--- src/rtl/fpu_req_issuer.sv ---
// fpu_req_issuer: core-side initiator of the FPU valid/result handshake.
// Optional abort-on-timeout in BUSY: define FPU_ISSUE_TIMEOUT_EN.
module fpu_req_issuer #(
    parameter int OP_W           = 3,
    parameter int RD_W           = 5,
    parameter int TIMEOUT_CYCLES = 64
) (
    input  logic            aclk,
    input  logic            aresetn,
    input  logic            req_valid,
    output logic            req_ready,
    input  logic [31:0]     req_a,
    input  logic [31:0]     req_b,
    input  logic [OP_W-1:0] req_op,
    input  logic [RD_W-1:0] req_rd,
    output logic            data_valid,
    output logic [31:0]     a_data,
    output logic [31:0]     b_data,
    output logic [OP_W-1:0] op_data,
    input  logic [31:0]     c_data,
    input  logic            c_valid,
    output logic            wb_valid,
    output logic [RD_W-1:0] wb_rd,
    output logic [31:0]     wb_data,
    output logic            err_timeout
);

    typedef enum logic [1:0] {
        S_IDLE,
        S_BUSY,
        S_GAP
    } state_t;

    state_t          state;
    state_t          state_nx;
    logic [RD_W-1:0] rd_q;
    logic            accept;
    logic            done_ok;
    logic            done_to;

    if (TIMEOUT_CYCLES < 1 || TIMEOUT_CYCLES > 255) begin : g_bad_timeout
        $error("TIMEOUT_CYCLES must be 1..255");
    end

    // Ready is masked while reset is held so the core never sees it early.
    assign req_ready  = (state == S_IDLE) && !aresetn;
    assign data_valid = (state == S_BUSY);
    assign accept     = (state == S_IDLE) && req_valid;
    assign done_ok    = (state == S_BUSY) && c_valid;

`ifdef FPU_ISSUE_TIMEOUT_EN
    localparam logic [7:0] TO_LAST = 8'(TIMEOUT_CYCLES - 1);

    logic [7:0] cnt;
    logic       err_q;

    // Cycles spent in BUSY; cleared on entry, saturating.
    always_ff @(posedge aclk or posedge aresetn) begin
        if (aresetn) begin
            cnt <= 8'd0;
        end else if (accept) begin
            cnt <= 8'd0;
        end else if (state == S_BUSY && cnt != 8'hFF) begin
            cnt <= cnt + 8'd1;
        end
    end

    // A real result on the abort edge takes priority over the abort.
    assign done_to = (state == S_BUSY) && !c_valid && (cnt == TO_LAST);

    // Sticky record that some op was aborted.
    always_ff @(posedge aclk or posedge aresetn) begin
        if (aresetn) begin
            err_q <= 1'b0;
        end else if (done_to) begin
            err_q <= 1'b1;
        end
    end

    assign err_timeout = err_q;
`else
    assign done_to     = 1'b0;
    assign err_timeout = 1'b0;
`endif

    // State register.
    always_ff @(posedge aclk or posedge aresetn) begin
        if (aresetn) begin
            state <= S_IDLE;
        end else begin
            state <= state_nx;
        end
    end

    // Next state: one op in flight, then a single settle cycle.
    always_comb begin
        state_nx = state;
        unique case (state)
            S_IDLE: begin
                if (req_valid) begin
                    state_nx = S_BUSY;
                end
            end
            S_BUSY: begin
                if (done_ok || done_to) begin
                    state_nx = S_GAP;
                end
            end
            S_GAP: begin
                state_nx = S_IDLE;
            end
            default: begin
                state_nx = S_IDLE;
            end
        endcase
    end

    // Request capture; held stable to the FPU for the whole BUSY phase.
    always_ff @(posedge aclk or posedge aresetn) begin
        if (aresetn) begin
            a_data  <= 32'd0;
            b_data  <= 32'd0;
            op_data <= '0;
            rd_q    <= '0;
        end else if (accept) begin
            a_data  <= req_a;
            b_data  <= req_b;
            op_data <= req_op;
            rd_q    <= req_rd;
        end
    end

    // Writeback pulse; data and rd hold between pulses.
    always_ff @(posedge aclk or posedge aresetn) begin
        if (aresetn) begin
            wb_valid <= 1'b0;
            wb_rd    <= '0;
            wb_data  <= 32'd0;
        end else begin
            wb_valid <= done_ok || done_to;
            if (done_ok) begin
                wb_rd   <= rd_q;
                wb_data <= c_data;
            end else if (done_to) begin
                wb_rd   <= rd_q;
                wb_data <= 32'd0;
            end
        end
    end

endmodule

--- config.mk ---
export PLATFORM = sky130hd
export DESIGN_NAME = fpu_req_issuer
export DESIGN_NICKNAME = d
export VERILOG_FILES = /design/src/rtl/fpu_req_issuer.sv
export SDC_FILE = /design/constraint.sdc
export NUM_CORES = 1
export LEC_CHECK = 0
export CAP_MARGIN = 0
export CORE_ASPECT_RATIO = 0.7
export CORE_MARGIN = 2
export CORE_UTILIZATION = 40
export DETAILED_ROUTE_END_ITERATION = 8
export PLACE_DENSITY = 0.88
export SLEW_MARGIN = 25
export SYNTH_ARGS = -nofsm -noshare
export SYNTH_HDL_FRONTEND = slang
export SYNTH_SLANG_ARGS = --single-unit
--- constraint.sdc ---
create_clock -name aclk -period 5 [get_ports aclk]
set_input_delay 1 -clock aclk [delete_from_list [all_inputs] [get_ports aclk]]
set_output_delay 1 -clock aclk [all_outputs]
set_load 0.05 [all_outputs]
==> metrics.log <==
[metrics] outcome: finished clean
[metrics] CP Class: in -> out
[metrics] final setup violating endpoints: 0
[metrics] signal arrival time at the worst endpoint: ~2.5 ns
[metrics] I/O pin cnt: between 200 and 250
[metrics] top flip-flop cell by instance count after synthesis: sky130_fd_sc_hd__dfrtp_1
[metrics] Die Width: roughly 130 um
[metrics] period utilization: 0.704
[metrics] length of the first detailed-routing pass in iterations: 4
[metrics] pin count of the biggest net entering global routing: between 70 and 80
[metrics] die height: 90.7 um
[metrics] setup repair after global routing missed its margin: no
[metrics] fraction of post-synthesis cell area in the top cell type by area: 0.653
[metrics] Synth Area per Inst: between 15 and 20 um2
[metrics] dominant combinational cell family by area after synthesis: multiplexers
[metrics] clock latency reported for the late side of the worst-skew pair: about 0.34 ns
[metrics] area added between synthesis and finish: 58.3%
[metrics] overall global routing resource usage: 0.178
[metrics] number of synthesized flops with an enable pin: 0
[metrics] top fanout value on the critical path: 2
[metrics] post-layout net count: 566
[metrics] library cell appearing most often on the critical path: sky130_fd_sc_hd__clkdlybuf4s50_1
[metrics] antenna violations before repair: 0
[metrics] fraction of final layout cells sized beyond drive strength 1: 0.281
[metrics] Routability Congestion: about 0.73
[metrics] CORE AREA: 10400 um2
[metrics] vias in the first global route: about 3100
[metrics] Fin. Hold Viols: 0
[metrics] post-route ant nets: 0
[metrics] kind of cell with the highest combined delay on the critical path: buffers and inverters
[metrics] ys async rst share: 1.00
[metrics] post-DP HPWL: 7350 um
[metrics] via count normalized by instance count: between 4 and 5
[metrics] number of resized instances in the post-cts repair step: 0
[metrics] normalized max-slew margin: 0.391
[metrics] master of the slowest instance on the critical path: sky130_fd_sc_hd__clkdlybuf4s50_1
[metrics] clock tree from TritonCTS: built
[metrics] initial drt markers: 57
[metrics] Synth Area in XOR/XNOR: 0
[metrics] required time of the critical path: 4.00 ns
[metrics] max-cap violation count: 0
[metrics] met1 track utilization from global routing: 0.215
[metrics] first-pass GRT wire length: 16000 um
[metrics] Post-Synthesis Net Count: around 350
[metrics] post-route DRC violation count: 0
[metrics] compound-gate portion of the synthesized area: 0.00175
[metrics] clock buffers created by TritonCTS: 9
[metrics] Layout Skew: around 0.0074 ns
[metrics] cells after synthesis: between 200 and 250
[metrics] multiplexer area fraction after synthesis: 0.303
[metrics] crit start category: primary input
[metrics] Crit. End Element: output port
[metrics] ant diodes: 0
[metrics] Synth area leader: sky130_fd_sc_hd__dfrtp_1
[metrics] synthesized area: about 4300 um2
[metrics] highest attainable clock frequency: roughly 280 MHz
[metrics] worst setup margin: 1.48 ns
[metrics] path type of the worst min-delay path: reg -> reg
[metrics] clk root buf: sky130_fd_sc_hd__clkbuf_16
[metrics] CTS H-tree lvls: 3
[metrics] pre-CTS setup slack: 1.50 ns
[metrics] adder and majority cell fraction of the synthesized area: 0
[metrics] per-cell routed wire length: between 15 and 20 um
[metrics] CTS max path bufs: 2
[metrics] CTS sink cnt: 112
[metrics] number of warnings reported in the yosys synthesis log: 0
[metrics] effective utilization at floorplan: 0.413
[metrics] number of buffers inserted by port buffering: roughly 210
[metrics] total global routing overflow: 0
[metrics] filler cell count in the final layout: approximately 750
[metrics] slew at the pin with the worst max-slew slack: around 0.9 ns
[metrics] number of cell rows: 31
[metrics] Post CTS Setup Buffer Count: 0
[metrics] die footprint: about 12000 um2
[metrics] total via count after detailed routing: approximately 2800
[metrics] largest incremental delay on the critical path: around 0.85 ns
[metrics] leading cell types by count after synthesis: sky130_fd_sc_hd__dfrtp_1 (112), sky130_fd_sc_hd__mux2_2 (90), sky130_fd_sc_hd__mux2_4 (19)
[metrics] total length of routed wires: between 10000 and 15000 um
[metrics] count of cell types in the netlist: 14
[metrics] routing usage on met2: 0.294
[metrics] worst path bufs/invs: 2
[metrics] leading cell type by number of instances after synthesis: sky130_fd_sc_hd__dfrtp_1
[metrics] share of synthesized cell area in and, or, nand and nor gates: 0.00962
[metrics] dominant cells by area after synthesis: sky130_fd_sc_hd__dfrtp_1 (65%), sky130_fd_sc_hd__mux2_2 (24%), sky130_fd_sc_hd__mux2_4 (6.6%)
[metrics] GRT Max-Usage Layer: met2
[metrics] number of hold-repair buffers added at the cts stage: 0
[metrics] pins over their slew limit: 0
[metrics] time the worst path needs with I/O delays and setup: 3.52 ns
[metrics] clock transition at the register clock pins on the worst setup and hold paths after CTS: 0.06 ns
[metrics] total negative slack: 0 ns
[metrics] register bit count reported by yosys: between 100 and 150
[metrics] met3 Usage GRT: 0.0735
[metrics] sequential share of the synthesized area: 0.653
[metrics] crit-path cells: clkdlybuf4s50_1 > nor3_1 > clkdlybuf4s50_1
==> sequential cells by signal (all words and copies together) (netlist names) <==
signal	count
wb_rd	5
rd_q	5
b_data	32
wb_valid	1
op_data	3
state	2
a_data	32
wb_data	32
==> routing by layer <==
metal / up-vias / wire, um
met1: 1401 / 4170
met3: 11 / 914
li1: 1276 / -
met4: 0 / 124
met5: - / 0
met2: 133 / 4810
==> per-stage QoR <==
step                       util  area (um2)  cells  hold WS (ns)
after floorplan               -        4290    243         0.467
final                     0.653        6790    594         0.506
after global routing      0.653        6790    594         0.518
after global placement    0.625        6500    579         0.480
after detailed placement  0.625        6500    579         0.493
after CTS                 0.653        6790    594         0.509
==> final cells by class <==
type	instances	area, um2	area share
Tap cell	132	165	0.0243
Clock buffer	9	225	0.0332
Timing Repair Buffer	217	2160	0.319
Clock inverter	6	68.8	0.0101
Sequential cell	112	2800	0.413
Multi-Input combinational cell	117	1360	0.200
Inverter	1	6.26	0.000921
==> cell usage in the layout, fill, tap and decap left out, drive strengths merged <==
master / n
dfrtp: 112
nor3b: 1
bufinv: 1
clkinvlp: 1
clkbuf: 9
buf: 3
nor3: 1
conb: 1
clkinv: 3
nor2: 1
inv: 2
clkdlybuf4s50: 214
and3b: 2
mux2: 109
and2b: 1
a211oi: 1
==> logic make-up after synthesis <==
family | after synthesis
mux | 109
simple gates | 6
compound gates | 1
buf+inv | 14
other cells | 1
flops | 112
==> worst paths after layout <==
| path | from | to | slack, ns | cells past startpoint |
|---|---|---|---|---|
| min reg2reg | rd_q[2] | rd_q[2] | 0.51 | 1 |
| min | rd_q[2] | rd_q[2] | 0.51 | 1 |
| min in group asynchronous | aresetn | wb_data[20] | 1.22 | 2 |
| max in group asynchronous | aresetn | wb_rd[2] | 2.76 | 3 |
| max reg2reg | state[1] | wb_data[27] | 3.20 | 2 |
| max | aresetn | req_ready | 1.48 | 3 |
Power is not shown: default switching activity piles up to over one toggle a cycle in this logic, so the estimate is an artifact.
==> RTL change 1, RTL diff (same flow settings) <==
Re-encode `state_t` (3 states) as one-hot, 3 bits wide.
--- a/src/rtl/fpu_req_issuer.sv
+++ b/src/rtl/fpu_req_issuer.sv
@@ -27,6 +27,6 @@
 
-    typedef enum logic [1:0] {
-        S_IDLE,
-        S_BUSY,
-        S_GAP
+    typedef enum logic [2:0] {
+        S_IDLE = 3'b001,
+        S_BUSY = 3'b010,
+        S_GAP  = 3'b100
     } state_t;
Behaviour: same outputs for any inputs over 10 cycles, from zero or initial values and one cycle with aresetn high; not proved beyond that.
==> RTL change 1 against the original RTL <==
Routed wire length is 13% higher. Critical path depth did not move. Fmax down 3.8%. Design area increased by 10%. Register-to-register slack worse by 0.29 ns. Sequential cell count is 1 higher. Setup slack got worse by 0.14 ns. Non-clock buffer count increased by 1. Count of clock-buffer cells in the layout up 12. Area after synthesis grew 10%. Highest routed layer unchanged.
==> RTL change 1: results (changes against the original RTL) <==
Synth
  • Seq/Total Area, Yosys: 59.86% (was 65.33%)
  • Mean post-synth cell area: 19.13 um2 (was 17.66 um2)
  • Synth top area cells: dfrtp_1, mux2_4, mux2_2 (was dfrtp_1, mux2_2, mux2_4)
  • Post-synth cell types: 18 (was 14)
  • Post-synthesis compound-gate area fraction: 0.2648% (was 0.1750%)
  • Commonest cells in the netlist: dfrtp_1, mux2_4, mux2_2, buf_12 (was dfrtp_1, mux2_2, mux2_4, buf_6)
  • Top-area cell type share of the netlist area: 59.31% (was 65.33%)
  • Syn nets: 355 (was 351)
  • Mux cell area share after synthesis: 33.04% (was 30.27%)

Placed design
  • GPL Wtd Cong: 0.7766 (was 0.7338)
  • Final HPWL DP: 7914 um (was 7354 um)
  • Dpl cells: 609 (was 579)
  • Placed cell area: 6879 um2 (was 6496 um2)

Power and ir drop
  • Comb pwr share: a little under three fifths
  • Total power: about 6400 uW

Clocking
  • H-tree depth: 4 (was 3)
  • Gates resized, CTS repair: 0 (unchanged)
  • Worst-Skew Late Latency: 0.40 ns (was 0.34 ns)
  • Num CTS Buffers: 17 (was 9)

Setup path
  • RR Endpoint: wb_data[28]$_DFFE_PP0P_ (was wb_data[27]$_DFFE_PP0P_)
  • Register-to-Register Path Depth: 3 (was 2)
  • Setup slack, reg-to-reg: 2.91 ns (was 3.20 ns)
  • Crit path DAT: 2.66 ns (was 2.52 ns)
  • Slowest CP cell: clkdlybuf4s50_1 (unchanged)
  • Slowest stage delay, CP: 0.87 ns (was 0.85 ns)

Routing
  • DR vias: 2,909 (was 2,821)
  • 1st-iter DRT viols: 69 (was 57)
  • Vias per cell: 4.538 (was 4.749)

Final layout
  • Fraction of layout cells with a size suffix above 1: 30.58% (was 28.14%)
  • Nets: 579 (was 566)

Min path
  • Worst hold start: wb_data[24]$_DFFE_PP0P_ (was rd_q[2]$_DFFE_PP0P_)
  • Hold endpoint: wb_data[24]$_DFFE_PP0P_ (was rd_q[2]$_DFFE_PP0P_)

GRT
  • Global-route wire length before repair: 17,760 um (was 15,970 um)
  • Vias in the first global route: 3,300 (was 3,088)
  • Largest net degree at the start of global routing: 84 (was 75)
  • Total GRT Usage: 18.62% (was 17.75%)

Timing
  • Worst rel slew slack: 50.04% (was 39.07%)
  • Final Skew: 0.005184 ns (was 0.007394 ns)

Run status
  • Status: finished clean (unchanged)
RTL change 1: cell count changes after synthesis, moves of 2 or more:
| cell | unedited run | this run |
|---|---|---|
| and3b_1 | 2 | 0 |
| buf_12 | 0 | 9 |
| buf_6 | 10 | 2 |
| mux2_2 | 90 | 20 |
| mux2_4 | 19 | 89 |
| nor4bb_4 | 0 | 2 |
RTL change 1: worst register-to-register path, stage by stage, from the launching register on:
cell and delay, ns:
dfrtp_1 0.49, nor4bb_4 0.50, buf_4 0.57, mux2_2 0.41
RTL change 1: worst max path at each step:
stage,startpoint,to,slack [ns],depth (start not counted)
6_report,aresetn,req_ready,1.34,3
4_1_cts,aresetn,req_ready,1.35,3
3_5_place_dp,aresetn,req_ready,1.37,3
5_1_grt,aresetn,req_ready,1.28,3
3_3_place_gp,aresetn,req_ready,1.41,3
2_1_floorplan,aresetn,a_data[0]$_DFFE_PP0P_,1.01,1
RTL change 1: final cells by class:
class | count | area [um2]
fill | 848 | 4133
clock buffer | 21 | 450.4
sequential | 113 | 2829
clock inverter | 11 | 137.6
inverter | 1 | 8.758
multi-input combinational | 120 | 1675
timing repair buffer | 218 | 2172
tap | 157 | 196.4
RTL change 1: cell families after synthesis:
family | count (synthesis)
compound gates | 2
mux | 109
buf+inv | 14
flops | 113
simple gates | 8
other cells | 1
RTL change 1: metal layers:
layer  up-vias  GRT usage [%]  wire [um]
met2       125          31.67       5714
li1       1315              -          -
met3         8          7.622        840
met5         -              0          0
met1      1461          21.90       4685
met4         0          5.408         73
==> RTL change 2, RTL diff (same settings) <==
Made on the original files. The parameter `RD_W` goes from 5 to 10.
--- a/src/rtl/fpu_req_issuer.sv
+++ b/src/rtl/fpu_req_issuer.sv
@@ -4,3 +4,3 @@
     parameter int OP_W           = 3,
-    parameter int RD_W           = 5,
+    parameter int RD_W           = 10,
     parameter int TIMEOUT_CYCLES = 64
Interface: changed (resized req_rd and wb_rd); port bits go from 216 to 226. No check against the original RTL was run, so the function may have changed too.
==> RTL change 2 against the original RTL <==
Design area is 11% higher. Fmax increased by 1.4%. Count of clock-buffer cells in the layout increased by 12. Hold slack got worse by 0.025 ns. Area after synthesis rose by 6.7%. Setup slack better by 0.048 ns. Routed wire length rose by 16%. Sequential cell count up 10.
Power is left out: the tool's default activity adds up to more than one toggle a clock period on the data nets, which glitch-free logic cannot reach.
==> RTL change 2: results (changes against the original RTL) <==
Clocking
  • Num CTS Buffers: 17 (was 9)
  • Worst-Skew Late Latency: 0.40 ns (was 0.34 ns)
  • Clock transition at the registers of the reported paths: 0.05 ns
  • H-tree depth: 4 (was 3)

GRT
  • Met3 Use GR: 8.401% (was 7.346%)
  • Met1 global-route usage: 23.54% (was 21.48%)
  • Initial antenna violation count: 0 (unchanged)
  • Largest net degree at the start of global routing: 50 (was 75)
  • Global-route wire length before repair: 18,850 um (was 15,970 um)
  • Vias in the first global route: 3,513 (was 3,088)
  • Grt met2 use: 33.16% (was 29.37%)
  • Total GRT Usage: 19.88% (was 17.75%)

Setup path
  • Slowest CP cell: clkdlybuf4s50_1 (unchanged)
  • CP Max Fanout: 2 (unchanged)
  • Crit path DAT: 2.47 ns (was 2.52 ns)
  • Slowest stage delay, CP: roughly 0.84 ns

Final layout
  • Nets: 611 (was 566)
  • # diodes: 0 (unchanged)
  • Top flop regs: a_data: 32 flops, b_data: 32 flops, wb_data: 32 flops (unchanged)
  • Footprint of the multi-input gates: 1405 um2 (was 1360 um2)
  • Fillers: 770 (was 745)
  • Fraction of layout cells with a size suffix above 1: 24.85% (was 28.14%)

Synth
  • Mapped Cells: 264 (was 243)
  • Post-synth cell types: 15 (was 14)
  • Commonest cells in the netlist: dfrtp_1, mux2_2, mux2_1, buf_6, buf_2 (was dfrtp_1, mux2_2, mux2_4, buf_6)
  • Seq/Total Area, Yosys: 66.67% (was 65.33%)
  • Ys flop type: dfrtp_1 (unchanged)
  • Syn nets: 377 (was 351)
  • Synth top area cells: dfrtp_1, mux2_2, mux2_1 (was dfrtp_1, mux2_2, mux2_4)
  • Fraction of registers with async set/reset: 100.0% (unchanged)

Routing
  • Met2 WL: 5766 um (was 4806 um)
  • Highest routed metal layer: met4 (unchanged)
  • Metal3 WL: 981 um (was 914 um)
  • 1st-iter DRT viols: 66 (was 57)
  • WL met1: 4775 um (was 4170 um)
  • DR vias: 3,085 (was 2,821)
  • Vias per cell: 4.646 (was 4.749)
  • Detailed Route WL: 11,610 um (was 10,020 um)

Run status
  • Status: finished clean (unchanged)

Placed design
  • GPL Wtd Cong: 0.7618 (was 0.7338)
  • Port Buffers: 224 (was 214)
  • Final HPWL DP: 8440 um (was 7354 um)
  • Placed cell area: 6938 um2 (was 6496 um2)
  • Dpl cells: 632 (was 579)

Timing
  • Final Skew: 0.006479 ns (was 0.007394 ns)
  • Worst rel slew slack: 53.96% (was 39.07%)
## RTL change 2: changes by cell type after synthesis, moves of 2 or more
cell     before  now
buf_2         1    5
dfrtp_1     112  122
and3b_1       2    0
mux2_4       19    0
mux2_1        0   30
buf_6        10    6
## RTL change 2: path summary, 6_finish.rpt
path	start	to	slack [ns]	cells after the start
max	aresetn	req_ready	1.53	3
min	b_data[4]$_DFFE_PP0P_	b_data[4]$_DFFE_PP0P_	0.48	1
max reg2reg	state[0]$_DFFE_PP0P_	a_data[1]$_DFFE_PP0P_	2.75	3
min reg2reg	b_data[4]$_DFFE_PP0P_	b_data[4]$_DFFE_PP0P_	0.48	1
max in group asynchronous	aresetn	b_data[27]$_DFFE_PP0P_	2.96	3
min in group asynchronous	aresetn	a_data[24]$_DFFE_PP0P_	1.07	2
## RTL change 2: cell type report
type                            count  area share [%]
Multi-Input combinational cell    126           18.63
Clock buffer                       21           6.104
Sequential cell                   122           40.47
Timing Repair Buffer              228           30.12
Inverter                            3          0.2156
Clock inverter                     11           1.924
Tap cell                          153           2.538
## RTL change 2: logic make-up (layout without fill, tap and decap cells)
| logic type | count (synthesis) | after routing | synth area share (%) |
|---|---|---|---|
| AOI/OAI and AO/OA | 1 | 1 | 0.1640 |
| buffers and inverters | 16 | 263 | 2.650 |
| DFF | 122 | 122 | 66.67 |
| muxes | 119 | 119 | 29.26 |
| other | 1 | 1 | 0.08189 |
| and+or+nand+nor | 5 | 5 | 1.175 |
## RTL change 2: critical path, delay by kind of cell
family                 cells  cell delay, ns
buffers and inverters      2            1.31
and+or+nand+nor            1            0.16
